$ cat config.mk
export PLATFORM = sky130hd
export DESIGN_NAME = compare_guesser
export DESIGN_NICKNAME = d
export VERILOG_FILES = /design/src/rtl/compare_guesser.sv
export SDC_FILE = /design/constraint.sdc
export NUM_CORES = 1
export LEC_CHECK = 0
export ABC_AREA = 1
export CAP_MARGIN = 20
export CORE_ASPECT_RATIO = 0.5
export CORE_MARGIN = 3
export CORE_UTILIZATION = 36
export DETAILED_ROUTE_END_ITERATION = 12
export PLACE_DENSITY_LB_ADDON = 0.15
export SLEW_MARGIN = 20
export SYNTH_ARGS = -nofsm -noshare
export SYNTH_HDL_FRONTEND = slang
export SYNTH_SLANG_ARGS = --single-unit
export TNS_END_PERCENT = 20
$ cat constraint.sdc
create_clock -name clk -period 2 [get_ports clk]
set_input_delay 0.4 -clock clk [delete_from_list [all_inputs] [get_ports clk]]
set_output_delay 0.4 -clock clk [all_outputs]
set_load 0.05 [all_outputs]
$ cat src/rtl/compare_guesser.sv
// Binary-search guesser driving comparator A and narrowing [lo,hi] from GT/EQ/LT feedback.
// Optional feedback timeout is enabled with COMPARE_GUESSER_TIMEOUT_EN.
module compare_guesser #(
   parameter int WIDTH   = 4,
   parameter int TIMEOUT = 15
) (
   input  logic             clk,
   input  logic             rst_n,
   input  logic             start,
   input  logic             fb_valid,
   input  logic             fb_gt,
   input  logic             fb_eq,
   input  logic             fb_lt,
   output logic [WIDTH-1:0] guess,
   output logic             guess_valid,
   output logic             busy,
   output logic             done,
   output logic             found,
   output logic             err,
   output logic [3:0]       tries
);

   typedef enum logic [1:0] {S_IDLE, S_PROPOSE, S_WAIT, S_DONE} state_t;

   localparam logic [WIDTH:0] HI_MAX = (WIDTH+1)'((1 << WIDTH) - 1);

   state_t           state_q, state_d;
   logic [WIDTH-1:0] guess_q, guess_d;
   logic [WIDTH:0]   lo_q, lo_d, hi_q, hi_d;
   logic [3:0]       tries_q, tries_d;
   logic             found_q, found_d, err_q, err_d;
   logic [WIDTH+1:0] sum;
   logic [WIDTH:0]   guess_x;
   logic             legal;
   logic             timeout;

   assign sum     = {1'b0, lo_q} + {1'b0, hi_q};
   assign guess_x = {1'b0, guess_q};
   assign legal   = $onehot({fb_gt, fb_eq, fb_lt});

`ifdef COMPARE_GUESSER_TIMEOUT_EN
   logic [3:0] wcnt_q, wcnt_d;

   // Counter sits at zero outside WAIT, so it is fresh on every WAIT entry.
   always_comb begin
      wcnt_d = '0;
      if (state_q == S_WAIT && wcnt_q != 4'hF) wcnt_d = wcnt_q + 4'd1;
   end

   always_ff @(posedge clk or negedge rst_n) begin
      if (!rst_n) wcnt_q <= '0;
      else        wcnt_q <= wcnt_d;
   end

   assign timeout = (state_q == S_WAIT) && (wcnt_q == 4'(TIMEOUT - 1));
`else
   assign timeout = 1'b0;
`endif

   always_comb begin
      state_d = state_q;
      guess_d = guess_q;
      lo_d    = lo_q;
      hi_d    = hi_q;
      tries_d = tries_q;
      found_d = found_q;
      err_d   = err_q;
      unique case (state_q)
         S_IDLE, S_DONE: begin
            if (start) begin
               state_d = S_PROPOSE;
               lo_d    = '0;
               hi_d    = HI_MAX;
               tries_d = '0;
               found_d = 1'b0;
               err_d   = 1'b0;
            end
         end
         S_PROPOSE: begin
            guess_d = sum[WIDTH:1];
            state_d = S_WAIT;
         end
         S_WAIT: begin
            if (fb_valid) begin
               if (tries_q != 4'hF) tries_d = tries_q + 4'd1;
               state_d = S_DONE;
               if (!legal) begin
                  err_d = 1'b1;
               end else if (fb_eq) begin
                  found_d = 1'b1;
               end else if (fb_gt) begin
                  // GT at the bottom of the range means the feedback contradicts itself.
                  if (guess_x == lo_q) err_d = 1'b1;
                  else begin
                     hi_d    = guess_x - 1'b1;
                     state_d = S_PROPOSE;
                  end
               end else begin
                  if (guess_x == hi_q) err_d = 1'b1;
                  else begin
                     lo_d    = guess_x + 1'b1;
                     state_d = S_PROPOSE;
                  end
               end
            end else if (timeout) begin
               err_d   = 1'b1;
               state_d = S_DONE;
            end
         end
         default: state_d = S_IDLE;
      endcase
   end

   always_ff @(posedge clk or negedge rst_n) begin
      if (!rst_n) begin
         state_q <= S_IDLE;
         guess_q <= '0;
         lo_q    <= '0;
         hi_q    <= HI_MAX;
         tries_q <= '0;
         found_q <= 1'b0;
         err_q   <= 1'b0;
      end else begin
         state_q <= state_d;
         guess_q <= guess_d;
         lo_q    <= lo_d;
         hi_q    <= hi_d;
         tries_q <= tries_d;
         found_q <= found_d;
         err_q   <= err_d;
      end
   end

   assign guess       = guess_q;
   assign guess_valid = (state_q == S_WAIT);
   assign busy        = (state_q == S_PROPOSE) || (state_q == S_WAIT);
   assign done        = (state_q == S_DONE);
   assign found       = found_q;
   assign err         = err_q;
   assign tries       = tries_q;

endmodule

==> results.md, run 1 <==
- DRT Pass-1 Iters: 4
- Critical-path top delay cell: clkdlybuf4s50_1
- Worst-Skew Late Latency: 0.27 ns
- Max clock buf depth: 2
- Hold Path Class: primary input to async pin
- CP bufs+invs: 1
- Die area: around 0.0053 mm2
- Antenna Violating Nets Remaining: 0
- Cell with the most instances after synthesis: nand2_1
- CTS Sinks: 22
- Initial antenna violation count: 0
- Core Area: around 0.0041 mm2
- Layout cell share with drive strength beyond 1: a little over a fifth
- Crit. End Element: output port
- Predominant post-synthesis flop cell: dfrtp_1
- Number of max-slew violations in the final report: 0
- Cells after Synth: around 200
- Final nets: about 260
- Routed vias: 1,397
- Die width: 100 um
- Yosys top cell by area: dfrtp_1
- Top delay family on crit path: buffers and inverters
- DRT iter0 DRCs: 49
- Most area-consuming cells after synthesis: dfrtp_1 (28%), nand2_1 (14%), ha_1 (7.8%)
- Post-DP Area: slightly below 0.002 mm2
- Final-report hold violation count: 0
- Yosys warns: 0
- Worst Tran Pin Value: between 0.4 and 0.5 ns
- Critical Path Fanout Max: 4
- First-pass GRT wire length: 6.26 mm
- Post-Syn Area: between 0.0015 and 0.002 mm2
- Design Power: 0.00384 W
- Routed WL: about 3.7 mm
- Total Routing Usage GR: around 15%
- Ant diodes: 0
- Initial core utilization: 39.1%
- Setup Skew: about 0.0045 ns
- Hold-fix buffers at CTS: 0
- Yosys cell types: 37
- Final RePlAce weighted congestion: ~0.86
- Most instantiated cells after synthesis: nand2_1 (60), dfrtp_1 (18), inv_1 (17)
- CTS H-tree depth: 1
- WP data arrival: 1.51 ns
- Mean post-synth cell area: 7.87 um2
- CTS tree: done
- FP Rows: 16
- Vias in the first global route: ~1.4k
- Ports: 20
- Pwr/cell area: 1900 mW/mm2
- Max-Cap Viols: 0
- Fill cells: between 400 and 500
- Synth async-reset ratio: 100%
- Worst-path cell chain: clkdlybuf4s50_1
- Worst relative slew slack: roughly two thirds
- Final setup viols: 0
- Kind of critical path: flop to output port
- Routed len/inst: between 10 and 15 um
- Status: finished clean
- Final worst-path cycle share: a little over nine tenths
- Clock Pin Slew Worst Setup and Hold Paths: ~0.090 ns
- Seq/Total Area, Yosys: between 30% and 40%
- Worst path max stage delay: a little over 0.8 ns
- Vias per inst: 4.83
- Cell area after layout: just over 0.002 mm2
- Largest net degree at the start of global routing: 23
- Post-CTS setup buffer count: 0
- P&R area growth vs syn: 26.4%
- Tmin final: 1.91 ns
- Remaining Overflow, GRT: 0
- EDFF count, synth: 0
- Die Height: 53.1 um
- Synth Register Bits: 22
- Unrepaired setup endpoints after global routing: false
- CP startpoint kind: flop
- Leakage: roughly 0.96 nW
- Hpwl dp: 2.79 mm
- Synth top area share: 28.2%
- Fmax: 523 MHz
- Post-Syn Nets: 222
- DRC viols: 0
- Root Buffer: clkbuf_8
- Worst IR Drop VDD: roughly 530 uV
- IO buf count: 19
- Worst Path Required: roughly 1.6 ns
- Num CTS Buffers: 3
[registers in the layout, summed over array words and instances (netlist names)]
signal / flops
state_q: 2
hi_q: 5
tries: 4
err: 1
lo_q: 5
found: 1
guess: 4
[path summary, 6_finish.rpt]
kind | startpoint | end | slack, ns | depth (start not counted)
hold / removal | rst_n | lo_q[2] | 0.47 | 2
hold reg to reg | err | err | 0.48 | 2
min in group clk | err | err | 0.48 | 2
setup reg to reg | state_q[0] | lo_q[4] | 0.18 | 9
max in group asynchronous | rst_n | hi_q[3] | 1.24 | 2
setup / recovery | tries[3] | tries[3] | 0.09 | 1
[stage by stage]
stage	cells	setup slack [ns]	setup TNS [ns]	hold WS, ns	util (%)
after floorplan	203	0.00573	0	0.104	-
after global placement	284	-0.316	-3.23	0.456	47.2
after detailed placement	284	-0.352	-3.63	0.463	47.2
after CTS	289	0.0727	0	0.481	49.4
after global routing	289	0.00427	0	0.492	49.4
final	289	0.0894	0	0.474	49.4
[where the power goes]
group          internal, W  switching, W
Sequential        0.000648      0.000246
Combinational     0.000955       0.00157
Clock             0.000268      0.000159
Total              0.00187       0.00197
[routing by layer]
layer	up-vias	global-route usage [%]	wire [um]
met3	2	3.55	152
met5	-	0	0
met1	648	20.0	1920
met2	25	25.7	1630
li1	722	-	-
met4	0	2.24	17
[logic make-up after synthesis]
family	count (synthesis)	synth area share (%)
AO/OA/AOI/OAI	37	14.1
XOR/XNOR	6	4.46
adder cells (fa/ha/maj)	12	10.3
buffers and inverters	30	8.69
flip-flops	22	34.8
AND/OR/NAND/NOR	96	27.6
[placed cells by master (no fill, tap or decap), types with 7 or more instances in the layout]
master	instances
buf_4	16
inv_2	7
dfrtp_1	18
o21ai_1	9
inv_1	17
clkdlybuf4s50_1	9
ha_1	10
nor2_1	14
o21ai_0	12
nand2_1	59
[area by class of cell]
class                      instances  area, um2  share of cell area, %
tap                               54       67.6                   3.35
inverter                          26        100                   4.96
sequential                        22        556                   27.5
multi-input combinational        152        928                   46.0
clock buffer                       3       41.3                   2.04
timing repair buffer              31        297                   14.7
clock inverter                     1       30.0                   1.49
[what timing repair did]
action / in CTS / in global routing
cloned: 1 / 0
resized for setup: 6 / 0
setup endpoints to repair: 10 / 4
pin swaps: 2 / 1
hold endpoints to repair: 0 / 0
Note: power is estimated with default switching activity, not from simulation.
==> run 2: changes to the inputs <==
Settings changed: CELL_PAD_IN_SITES_DETAIL_PLACEMENT from default to 1, CELL_PAD_IN_SITES_GLOBAL_PLACEMENT from default to 1.
==> results.md, run 2 (synthesis results as in run 1) <==
- Pwr/cell area: 1930 mW/mm2
- Final-report hold violation count: 0
- Die area: between 0.005 and 0.006 mm2
- Total Routing Usage GR: 17.1%
- Worst-path cell chain: clkdlybuf4s50_1
- Clock Pin Slew Worst Setup and Hold Paths: ~0.1 ns
- Post-CTS setup buffer count: 0
- Final worst slack: 0.0618 ns
- Post-placement cell count: 280
- Fmax: between 500 and 600 MHz
- Largest net degree at the start of global routing: 23
- Worst r2r path cells: 8
- Crit. End Element: output port
- NetSw: approximately 0.0020 W
- CTS Sinks: 22
- Max-Cap Viols: 0
- Kind of critical path: flop to output port
- FP Rows: 16
- Routed WL: ~4.2 mm
- Top delay family on crit path: buffers and inverters
- Vias in the first global route: around 1.5k
- First-pass GRT wire length: 7.07 mm
- Status: finished clean
- Worst Setup Slack post-DPL: -0.409 ns
- Setup Skew: between 0.01 and 0.015 ns
- Clock power frac: 11.2%
- Final RePlAce weighted congestion: around 0.83
- Initial core utilization: between 30% and 40%
- Post-Route Utilization: between 40% and 50%
- Finished Layout Cells: about 290
- Ant diodes: 0
- Initial antenna violation count: 0
- Worst path max stage delay: 0.83 ns
- Gate power share: about 65%
- Leakage: between 0.9 and 1 nW
- Total internal power: ~0.0018 W
- Critical-path top delay cell: clkdlybuf4s50_1
- Hold Path Class: primary input to async pin
- Die Height: ~53 um
- Unrepaired setup endpoints after global routing: false
- Reg area: 556 um2
- Worst Tran Pin Value: ~0.5 ns
- Max clock buf depth: 2
- DRT iter0 DRCs: 38
- CP startpoint kind: flop
- DRT Pass-1 Iters: 3
- Antenna Violating Nets Remaining: 0
- Hold slack: roughly 0.47 ns
- Routed len/inst: around 15 um
- WP data arrival: 1.54 ns
- Design Power: a little under 0.004 W
- Number of max-slew violations in the final report: 0
- Worst reg2reg setup slack: ~0.22 ns
- Most common cell after layout, fill and taps aside: nand2_1
- Largest registers: hi_q x5, lo_q x5
- Core Area: 0.00408 mm2
- Worst Path Required: roughly 1.6 ns
- CTS tree: done
- Multi-input logic area: roughly 940 um2
- Num CTS Buffers: 3
- Root Buffer: clkbuf_8
- P&R area growth vs syn: 25.1%
- Final nets: 251
- RR Startpoint: state_q[0]
- Layout cell share with drive strength beyond 1: about a fifth
- Sw Share: between 50 and 60%
- IO buf count: 19
- Worst relative slew slack: between 60 and 70%
- Tmin final: just under 2 ns
- Ports: 20
- Hpwl dp: approximately 3.2 mm
- DRC viols: 0
- Worst-Skew Late Latency: 0.27 ns
- Hold-fix buffers at CTS: 0
- Die width: ~100 um
- Vias per inst: roughly 5.0
- Final setup viols: 0
- Routed vias: approximately 1.4k
- CP bufs+invs: 1
- CTS H-tree depth: 1
- Most frequent cells in the layout: nand2_1 (58), dfrtp_1 (18), inv_1 (17)
- Final worst-path cycle share: between 90% and 100%
- Critical Path Fanout Max: 5
- Remaining Overflow, GRT: 0
- R2R Path End: lo_q[3]
- Seq pwr share: about a quarter
- Fill cells: between 500 and 600
- Worst IR Drop VDD: 681 uV
[run 2: timing repair]
action	4_1_cts	5_1_grt
resized for setup	7	2
cloned	1	0
endpoints found under the setup margin	10	11
pin swaps	2	0
[run 2: layout make-up]
| type | count | area share [%] |
|---|---|---|
| timing repair buffer | 27 | 13.3 |
| clock buffer | 3 | 2.07 |
| inverter | 26 | 5.01 |
| multi-input combinational | 152 | 46.9 |
| sequential | 22 | 27.8 |
| clock inverter | 1 | 1.50 |
| tap | 54 | 3.38 |
[run 2: worst max-delay path by stage]
stage                          start  endpoint  slack, ns  cells after the start
final                       tries[0]  tries[0]       0.06                      1
after global placement         fb_gt   hi_q[0]      -0.30                     10
after detailed placement       fb_gt   hi_q[1]      -0.41                     10
after floorplan           state_q[0]  tries[2]      0.006                     10
after CTS                 state_q[0]  tries[2]       0.03                      9
after global routing        tries[0]  tries[0]       0.02                      1
[run 2: metal layers]
layer	up-vias	share of wire (%)	track usage [%]
met5	-	0	0
li1	713	-	-
met2	15	45	30.9
met1	686	52	21.9
met4	0	0.29	2.01
met3	2	2.9	3.68
[run 2: power by group through the flow]
stage	registers, W	clock network (W)	logic (W)
2_1_floorplan	0.00112	0	0.00150
3_3_place_gp	0.000909	0	0.00237
3_5_place_dp	0.000917	0	0.00244
4_1_cts	0.000913	0.000444	0.00252
5_1_grt	0.000949	0.000461	0.00278
6_report	0.000916	0.000433	0.00251
[run 2: metrics by stage]
stage | instance area (um2) | setup TNS, ns
after global placement | 1900 | -2.98
after global routing | 2000 | 0
after floorplan | 1600 | 0
after detailed placement | 1900 | -4.10
after CTS | 1990 | 0
final | 2000 | 0
==> run 3: changes to the inputs <==
Settings changed: CORE_UTILIZATION 36 to 41, SKIP_LAST_GASP from default to 1.
==> results.md, run 3 (synthesis results as in run 1) <==
- Status: finished clean
- FP Rows: 15
- Final nets: 251
- Unrepaired setup endpoints after global routing: true
- WP data arrival: about 1.5 ns
- TNS Setup: 0 ns
- Design Power: around 0.0038 W
- Routed len/inst: 14.2 um
- Ports: 20
- Number of max-slew violations in the final report: 0
- Root Buffer: clkbuf_8
- Ant diodes: 0
- Setup Skew: 0.00412 ns
- CP bufs+invs: 1
- Initial antenna violation count: 0
- Hold Path Class: primary input to async pin
- CTS H-tree depth: 1
- Crit path from: tries[2]
- DRC viols: 0
- Leakage: between 0.9 and 1 nW
- Max clock buf depth: 2
- Initial core utilization: ~45%
- Vias per inst: 5.18
- Critical-path top delay cell: clkdlybuf4s50_1
- Final RePlAce weighted congestion: 0.798
- First-pass GRT wire length: 7.05 mm
- Most common cell after layout, fill and taps aside: nand2_1
- Max-Cap Viols: 0
- Post-CTS setup buffer count: 0
- Largest registers: hi_q x5, lo_q x5
- Fmax: 519 MHz
- P&R area growth vs syn: 24.4%
- Num CTS Buffers: 3
- RR Startpoint: state_q[1]
- DRT iter0 DRCs: 45
- Top delay family on crit path: buffers and inverters
- Routed vias: between 1k and 1.5k
- Worst relative slew slack: 66.6%
- Finished Layout Cells: ~280
- Antenna Violating Nets Remaining: 0
- CP startpoint kind: flop
- Worst path max stage delay: approximately 0.83 ns
- Tmin final: 1.93 ns
- Worst IR Drop VDD: approximately 710 uV
- Critical Path Fanout Max: 5
- Final-report hold violation count: 0
- Number of cells on the critical path: 1
- CTS Sinks: 22
- Die Height: around 50 um
- IO buf count: 19
- Final worst-path cycle share: around 96%
- Final setup viols: 0
- Worst reg2reg setup slack: 0.15 ns
- Clock Pin Slew Worst Setup and Hold Paths: approximately 0.09 ns
- Worst-path cell chain: clkdlybuf4s50_1
- Kind of critical path: flop to output port
- DRT Pass-1 Iters: 4
- Post-placement cell count: approximately 280
- Pwr/cell area: 1930 mW/mm2
- Vias in the first global route: ~1.5k
- Die width: about 94 um
- Worst Path Required: 1.60 ns
- Die area: between 0.004 and 0.005 mm2
- Worst-Skew Late Latency: ~0.28 ns
- Total Routing Usage GR: 19.1%
- Hpwl dp: 3.13 mm
- Routed WL: roughly 4.0 mm
- Core Area: about 0.0036 mm2
- Worst Tran Pin Value: roughly 0.5 ns
- Post-Route Utilization: a little under three fifths
- Crit. End Element: output port
- Largest net degree at the start of global routing: 23
- Most frequent cells in the layout: nand2_1 (58), dfrtp_1 (18), inv_1 (17)
- Remaining Overflow, GRT: 0
- Layout cell share with drive strength beyond 1: between 20% and 30%
- Hold-fix buffers at CTS: 0
- CTS tree: done
- Worst r2r path cells: 8
-- run 3: timing repair --
item / CTS / global route
gates cloned: 1 / 0
setup endpoints to repair: 8 / 9
pin swaps: 2 / 0
resized for setup: 6 / 1
-- run 3: path summary, 6_finish.rpt --
path / end
hold / removal: state_q[0]
setup / recovery: tries[2]
min in group clk: err
hold reg to reg: err
max in group asynchronous: hi_q[3]
setup reg to reg: lo_q[4]
-- run 3: report_power, final --
| group | switching [W] | total [W] | leakage [nW] | internal, W |
|---|---|---|---|---|
| Sequential | 0.000247 | 0.000895 | 0.279 | 0.000648 |
| Combinational | 0.00160 | 0.00251 | 0.625 | 0.000910 |
| Clock | 0.000167 | 0.000435 | 0.0357 | 0.000268 |
-- run 3: cell type report --
type,count,area (um2)
fillers,454,1600
multi-input cells,152,931
flip-flops and latches,22,556
repair buffers,27,267
inverters,26,100
well taps,51,63.8
clock buffers,3,41.3
clock inverters,1,30.0
-- run 3: routing by layer --
layer | GRT usage (%) | up-vias | part of all wire, %
met5 | 0 | - | 0
met4 | 3.84 | 0 | 0.42
met1 | 26.4 | 696 | 47
met2 | 30.6 | 45 | 45
li1 | - | 716 | -
met3 | 4.79 | 3 | 7.9
-- run 3: through the flow --
stage | setup WS, ns | instance area [um2] | hold WS, ns
final | 0.0719 | 1990 | 0.475
after global placement | -0.320 | 1890 | 0.457
after global routing | -0.00729 | 1990 | 0.511
after detailed placement | -0.361 | 1890 | 0.463
after CTS | 0.0683 | 1980 | 0.483
after floorplan | 0.00573 | 1600 | 0.104
